$ cat config.mk
export PLATFORM = sky130hd
export DESIGN_NAME = rd_mutex_pipe_flat
export DESIGN_NICKNAME = d
export VERILOG_FILES = /design/src/rtl/rd_mutex_pipe_if.sv /design/src/rtl/rd_mutex_pipe.sv /design/src/flat_wrapper.sv
export SDC_FILE = /design/constraint.sdc
export NUM_CORES = 1
export LEC_CHECK = 0
export BUFFER_PORTS_ARGS = -buffer_cell sky130_fd_sc_hd__clkbuf_2
export CAP_MARGIN = 25
export CORE_ASPECT_RATIO = 1.2
export CORE_MARGIN = 2
export CORE_UTILIZATION = 35
export DETAILED_ROUTE_END_ITERATION = 10
export GPL_ROUTABILITY_DRIVEN = 1
export SYNTH_ARGS = -nofsm -noshare
export SYNTH_HDL_FRONTEND = slang
export SYNTH_SLANG_ARGS = --single-unit
$ cat constraint.sdc
create_clock -name clk -period 2.9 [get_ports clk]
set_clock_uncertainty 0.15 [all_clocks]
set_input_delay 0.435 -clock clk [delete_from_list [all_inputs] [get_ports clk]]
set_output_delay 0.435 -clock clk [all_outputs]
set_load 0.1 [all_outputs]
$ cat src/rtl/rd_mutex_pipe_if.sv
// Handshake and mask bundle between the read-stage mutex logic and the
// exe/wr reservation pipe.
interface rd_mutex_pipe_if #(
  parameter int unsigned MUTEX_W = 11,
  parameter int unsigned CNT_W   = 16
);
  logic               pipeline_flush;
  logic [MUTEX_W-1:0] rd_mutex_next;
  logic               rd_accepted;
  logic               exe_accepted;
  logic               wr_finished;
  logic               rd_stalled;
  logic               perf_clear;
  logic [MUTEX_W-1:0] exe_mutex;
  logic [MUTEX_W-1:0] wr_mutex;
  logic [MUTEX_W-1:0] mutex_current;
  logic [CNT_W-1:0]   stall_cycles;
  logic               protocol_error;

  modport master (
    output pipeline_flush, rd_mutex_next, rd_accepted, exe_accepted, wr_finished,
           rd_stalled, perf_clear,
    input  exe_mutex, wr_mutex, mutex_current, stall_cycles, protocol_error
  );

  modport slave (
    input  pipeline_flush, rd_mutex_next, rd_accepted, exe_accepted, wr_finished,
           rd_stalled, perf_clear,
    output exe_mutex, wr_mutex, mutex_current, stall_cycles, protocol_error
  );
endinterface

$ cat src/rtl/rd_mutex_pipe.sv
// Execute/write reservation slots for instructions past the read stage, with a
// saturating read-stall counter and a sticky handshake-error flag.
module rd_mutex_pipe #(
  parameter int unsigned MUTEX_W = 11,
  parameter int unsigned CNT_W   = 16
) (
  input logic           clk,
  input logic           rst,
  rd_mutex_pipe_if.slave bus
);

  localparam int unsigned Act = MUTEX_W - 1;

  logic [MUTEX_W-1:0] exe_q, exe_d;
  logic [MUTEX_W-1:0] wr_q, wr_d;
  logic [CNT_W-1:0]   cnt_q, cnt_d;
  logic               err_q, err_d;
  logic               exe_occ, wr_occ, bad_hs;
  logic [MUTEX_W-1:0] cur;

  assign exe_occ = exe_q[Act];
  assign wr_occ  = wr_q[Act];
  assign cur     = exe_q | wr_q;

  always_comb begin
    exe_d = exe_q;
    if (bus.pipeline_flush) begin
      exe_d = '0;
    end else if (bus.rd_accepted) begin
      exe_d      = bus.rd_mutex_next;
      exe_d[Act] = 1'b1;
    end else if (bus.exe_accepted) begin
      exe_d = '0;
    end
  end

  // exe_q is the pre-load value, so a same-cycle rd load never leaks into wr.
  always_comb begin
    wr_d = wr_q;
    if (bus.pipeline_flush) begin
      wr_d = '0;
    end else if (bus.exe_accepted) begin
      wr_d = exe_q;
    end else if (bus.wr_finished) begin
      wr_d = '0;
    end
  end

  always_comb begin
    bad_hs = (bus.rd_accepted && exe_occ && !bus.exe_accepted) ||
             (bus.exe_accepted && !exe_occ) ||
             (bus.exe_accepted && wr_occ && !bus.wr_finished) ||
             (bus.wr_finished && !wr_occ);
    err_d  = err_q || (bad_hs && !bus.pipeline_flush);
  end

  always_comb begin
    cnt_d = cnt_q;
    if (bus.perf_clear) begin
      cnt_d = '0;
    end else if (bus.rd_stalled && cur[Act] && !(&cnt_q)) begin
      cnt_d = cnt_q + CNT_W'(1);
    end
  end

  always_ff @(posedge clk or posedge rst) begin
    if (rst) begin
      exe_q <= '0;
      wr_q  <= '0;
      cnt_q <= '0;
      err_q <= 1'b0;
    end else begin
      exe_q <= exe_d;
      wr_q  <= wr_d;
      cnt_q <= cnt_d;
      err_q <= err_d;
    end
  end

  assign bus.exe_mutex      = exe_q;
  assign bus.wr_mutex       = wr_q;
  assign bus.mutex_current  = cur;
  assign bus.stall_cycles   = cnt_q;
  assign bus.protocol_error = err_q;

endmodule

$ cat src/flat_wrapper.sv
// flat-port wrapper written by rule: the top's interface ports become plain ports
module rd_mutex_pipe_flat 
#(
  parameter int unsigned MUTEX_W = 11,
  parameter int unsigned CNT_W   = 16
)
  (clk, rst, bus_pipeline_flush, bus_rd_mutex_next, bus_rd_accepted, bus_exe_accepted, bus_wr_finished, bus_rd_stalled, bus_perf_clear, bus_exe_mutex, bus_wr_mutex, bus_mutex_current, bus_stall_cycles, bus_protocol_error);
  rd_mutex_pipe_if #(.MUTEX_W(MUTEX_W), .CNT_W(CNT_W)) bus_i ();
  input logic clk;
  input logic rst;
  input wire logic [$bits(bus_i.pipeline_flush)-1:0] bus_pipeline_flush;
  input wire logic [$bits(bus_i.rd_mutex_next)-1:0] bus_rd_mutex_next;
  input wire logic [$bits(bus_i.rd_accepted)-1:0] bus_rd_accepted;
  input wire logic [$bits(bus_i.exe_accepted)-1:0] bus_exe_accepted;
  input wire logic [$bits(bus_i.wr_finished)-1:0] bus_wr_finished;
  input wire logic [$bits(bus_i.rd_stalled)-1:0] bus_rd_stalled;
  input wire logic [$bits(bus_i.perf_clear)-1:0] bus_perf_clear;
  output wire logic [$bits(bus_i.exe_mutex)-1:0] bus_exe_mutex;
  output wire logic [$bits(bus_i.wr_mutex)-1:0] bus_wr_mutex;
  output wire logic [$bits(bus_i.mutex_current)-1:0] bus_mutex_current;
  output wire logic [$bits(bus_i.stall_cycles)-1:0] bus_stall_cycles;
  output wire logic [$bits(bus_i.protocol_error)-1:0] bus_protocol_error;
  assign bus_i.pipeline_flush = bus_pipeline_flush;
  assign bus_i.rd_mutex_next = bus_rd_mutex_next;
  assign bus_i.rd_accepted = bus_rd_accepted;
  assign bus_i.exe_accepted = bus_exe_accepted;
  assign bus_i.wr_finished = bus_wr_finished;
  assign bus_i.rd_stalled = bus_rd_stalled;
  assign bus_i.perf_clear = bus_perf_clear;
  assign bus_exe_mutex = bus_i.exe_mutex;
  assign bus_wr_mutex = bus_i.wr_mutex;
  assign bus_mutex_current = bus_i.mutex_current;
  assign bus_stall_cycles = bus_i.stall_cycles;
  assign bus_protocol_error = bus_i.protocol_error;
  rd_mutex_pipe #(.MUTEX_W(MUTEX_W), .CNT_W(CNT_W)) u_core (.clk(clk), .rst(rst), .bus(bus_i));
endmodule
### After elaboration in Yosys (flattened, before gate mapping)

Cells that the tools add are included.

| storage, ports and cells | value |
|---|---|
| logic and storage cells | 37 |
| flip-flop bits (word level) | 39 |

| operators by class | value |
|---|---|
| $add $sub $neg | 1 |
| muxes and demuxes | 8 |
| bitwise operators | 1 |
| reduce and logical (&&, ||, !) cells | 23 |

Operators by type and width:

| kind | count |
|---|---|
| $mux W11 | 6 |
| $mux W16 | 2 |
| $add A16 B1 Y16 const B | 1 |
| $reduce_and A16 Y1 | 1 |
| $or A11 B11 Y11 | 1 |
| $logic_and A1 B1 Y1 | 9 |
| $logic_not A1 Y1 | 6 |
| $reduce_bool A3 Y1 | 2 |
| $logic_or A1 B1 Y1 | 4 |
| $reduce_bool A2 Y1 | 1 |

### Longest topological paths before layout

| depth | value |
|---|---|
| depth after elaboration | 7 |
| gate-level depth with buffers | 5 |
| mapped depth without buffers | 5 |

### Worst setup path after synthesis

No wires, ideal clock.

| timing | value |
|---|---|
| path kind | register -> register |
| from | reg u_core.cnt_q[1] (netlist: u_core.bus.stall_cycles[1]) |
| to | reg u_core.cnt_q[14] (netlist: u_core.bus.stall_cycles[14]) |
| data arrival time | 2.422 ns |
| required time | 2.672 ns |
| buffers on the path | 0 |
| setup time | 0.078 ns |
| cell stages (with the launch flop) | 6 |
| setup slack | 0.250 ns |
| cells stage by stage | dfrtp_1 -> ha_1 -> nand2_1 -> or3_1 -> or4_1 -> a21oi_1 |

| between the ends | value |
|---|---|
| longest elaborated chain between the ends | 4 |
| elaborated cells between the ends (all ways) | 7 |

Ends and longest elaborated chain:

| what | line | RTL |
|---|---|---|
| start, declared | rd_mutex_pipe.sv:16 | `logic [CNT_W-1:0] cnt_q, cnt_d;` |
| start signal, assigned | rd_mutex_pipe.sv:75 | `cnt_q <= cnt_d;` |
| branches (longest 4 deep; another with $add A16 B1 Y16) | n/a |  |

Several ways; the timed one is not identified. The select of a mux whose other input is x is not followed.
A chain may end at the register's enable or synchronous reset.

### Final worst setup path

| timing | value |
|---|---|
| from | reg u_core.cnt_q[0] (netlist: u_core.bus.stall_cycles[0]) |
| to | reg u_core.cnt_q[14] (netlist: u_core.bus.stall_cycles[14]) |

Same word-level chain as after synthesis.

==> impl_metrics.env <==
export IMPL_ant_nets=0
export IMPL_coreArea_um2=5590
export IMPL_clockBufferDepth=2
export IMPL_clkTransAtPathRegs_ns=0.08
export IMPL_slew_headroom_pct=59.0
export IMPL_worst_slew_pin_slew_ns=0.616
export IMPL_die_x_um=73.1
export IMPL_viasPerCell=5.27
export IMPL_drt_wirelength_per_cell_um=13.3
export IMPL_min_path_type="in2async"
export IMPL_grt_pass1_vias=1663
export IMPL_outcome="finished, final reports clean"
export IMPL_die_height_um=87.0
export IMPL_dieArea_um2=6360
export IMPL_p_clk_share_pct=29.9
export IMPL_cts_tree="done"
export IMPL_p_seq_share_pct=47.5
export IMPL_synth_seq_cells=39
export IMPL_wirelength_mm=4.61
export IMPL_cts_setup_buffers=0
export IMPL_cp_num_buf_inv=0
export IMPL_intPower_w=0.000770
export IMPL_worstSetupPathType="reg2reg"
export IMPL_stdcell_area_um2=2470
export IMPL_cts_root_buf="clkbuf_8"
export IMPL_setup_tns_ns=0
export IMPL_rsz0062_at_grt="no"
export IMPL_cts_resized=0
export IMPL_synth_top_cells_by_area="dfrtp_1, nor3b_1, a21oi_1"
export IMPL_critical_path_top_delay_family="simple AND/OR/NAND/NOR gates"
export IMPL_grt_overflow_total=0
export IMPL_cap_violations=0
export IMPL_critPathRequiredTime_ns=2.96
export IMPL_r2r_end="u_core.bus.stall_cycles[14]"
export IMPL_setup_viol=0
export IMPL_power_density_nw_per_um2=482
export IMPL_drc_errors=0
export IMPL_dp_hpwl_mm=3.16
export IMPL_synth_edf_count=0
export IMPL_cts_sinks=39
export IMPL_crit_arrival_ns=2.15
export IMPL_synthCells=218
export IMPL_drt_iter0_markers=56
export IMPL_synth_common_cells="dfrtp_1, nor2_1, a21oi_1"
export IMPL_path_cells="ha_1 > nand2_1 > or3_1 > or4_1 > a21oi_1"
export IMPL_startpoint_type="flop"
export IMPL_numPortBuffers=67
export IMPL_holdWs_ns=0.0944
export IMPL_synth_nets=238
export IMPL_leakage_nw=1.17
export IMPL_ys_warn_count=0
export IMPL_grt_max_degree=40
export IMPL_io_pins=69
export IMPL_finalHoldViolations=0
export IMPL_antenna_found_initial=0
export IMPL_synth_flop_cell="dfrtp_1"
export IMPL_synth_most_common_cell="dfrtp_1"
export IMPL_p_sw_w=0.000423
export IMPL_syn2layout_area_growth_pct=23.3
export IMPL_ys_seq_area_share_pct=48.6
export IMPL_cts_buffers=5
export IMPL_slowest_stage="or4_1"
export IMPL_hold_buffers=0
export IMPL_p_sw_share_pct=35.5
export IMPL_ff2ff_path_depth=5
export IMPL_grt_pass1_wl_mm=7.44
export IMPL_cts_max_level=2
export IMPL_synth_area_um2=2010
export IMPL_clock_latency_ns=0.28
export IMPL_synth_area_per_cell_um2=9.21
export IMPL_synth_top_area_share_pct=48.6
export IMPL_path_max_fanout=9
export IMPL_irDropWorstVdd_v=0.000244
export IMPL_synth_top_cell_by_area="dfrtp_1"
export IMPL_grt_usage_pct=14.8
export IMPL_gp_congestion=0.802
export IMPL_place_area_um2=2390
export IMPL_r2r_start="u_core.bus.stall_cycles[0]"
export IMPL_initial_core_util_pct=35.9
export IMPL_critPathCaptureType="flop"
export IMPL_antenna_diode_count=0
export IMPL_finalNetCount=302
export IMPL_timing_final_crit_period_ns=2.08
export IMPL_synthArstFlopShare_pct=100
export IMPL_critPathMaxStageDelay_ns=0.48
export IMPL_vias=1829
export IMPL_yosysUniqueCellTypes=34
export IMPL_r2r_setup_slack_ns=0.82
export IMPL_min_period_over_period_pct=71.9
export IMPL_max_freq_ghz=0.480
export IMPL_pwr_share_comb_pct=22.6
export IMPL_slew_violations=0
export IMPL_drive_gt1_share_pct=33.2
export IMPL_num_rows=30
export IMPL_first_pass_iters=4
## worst min-delay path: cells and delay by family
| family | cells | cell delay, ns |
|---|---|---|
| buffers and inverters | 3 | 0.55 |
## registers in the layout, indices dropped and copies added (netlist names)
name and count:
u_core.bus.exe_mutex 11, u_core.bus.protocol_error 1, u_core.bus.stall_cycles 16, u_core.bus.wr_mutex 11
## area by class of cell
type	count	area, um2
clock buffer	7	76.3
timing repair buffer	70	358
clock inverter	1	5.00
multi-input combinational	159	953
sequential	39	976
fill	556	3120
inverter	7	26.3
tap	64	80.1
## power groups by stage
stage	registers (W)	clock network, W	logic (W)
floorplan	0.000664	0	0.000136
global placement	0.000577	0	0.000271
detailed placement	0.000577	0	0.000272
CTS	0.000567	0.000375	0.000273
global route	0.000569	0.000391	0.000284
finish	0.000567	0.000356	0.000270
## stage by stage
stage                     total power [W]  util [%]  worst slack, ns  cells
after floorplan                  0.000800         -            0.250    218
after global placement           0.000848      42.8            0.830    339
after detailed placement         0.000849      42.8            0.798    339
after CTS                         0.00121      44.3            0.811    347
after global routing              0.00124      44.3            0.673    347
final                             0.00119      44.3            0.816    347
## cells by family after synthesis
logic type                 count (synthesis)  share of synthesized area [%]
and+or+nand+nor                          107                           30.9
muxes                                      5                           2.74
AOI/OAI and AO/OA                         46                           13.2
buffers and inverters                     20                           3.87
adders and majority gates                  1                          0.623
DFF                                       39                           48.6
## metal layers
layer / GRT usage (%) / vias to the layer above / wire length, um
li1: - / 900 / -
met3: 3.82 / 2 / 302
met2: 25.5 / 59 / 2210
met1: 17.8 / 868 / 2070
met4: 4.55 / 0 / 19
met5: 0 / - / 0
## layout by cell type, fill, tap and decap left out, drive strengths merged, types with 2 or more instances in the layout
| master | count |
|---|---|
| o31ai | 4 |
| nand4 | 3 |
| a22oi | 2 |
| or4 | 5 |
| clkbuf | 74 |
| nand2b | 2 |
| nor2b | 5 |
| nand2 | 5 |
| nor3b | 19 |
| nor4 | 6 |
| buf | 3 |
| or3 | 5 |
| nor2 | 31 |
| mux2 | 4 |
| a21oi | 27 |
| o21ai | 7 |
| nand3 | 6 |
| inv | 7 |
| or2 | 12 |
| dfrtp | 39 |
| o31a | 2 |
| nor3 | 6 |
## how the worst max path moves through the flow
stage,cells after the start,from,end
after global routing,5,u_core.bus.stall_cycles[1],u_core.bus.stall_cycles[14]
after floorplan,5,u_core.bus.stall_cycles[1],u_core.bus.stall_cycles[14]
after detailed placement,5,bus_rd_stalled,u_core.bus.stall_cycles[13]
final,5,u_core.bus.stall_cycles[0],u_core.bus.stall_cycles[14]
after global placement,5,bus_rd_stalled,u_core.bus.stall_cycles[13]
after CTS,5,u_core.bus.stall_cycles[0],u_core.bus.stall_cycles[14]
Note: power is estimated with default switching activity, not from simulation.
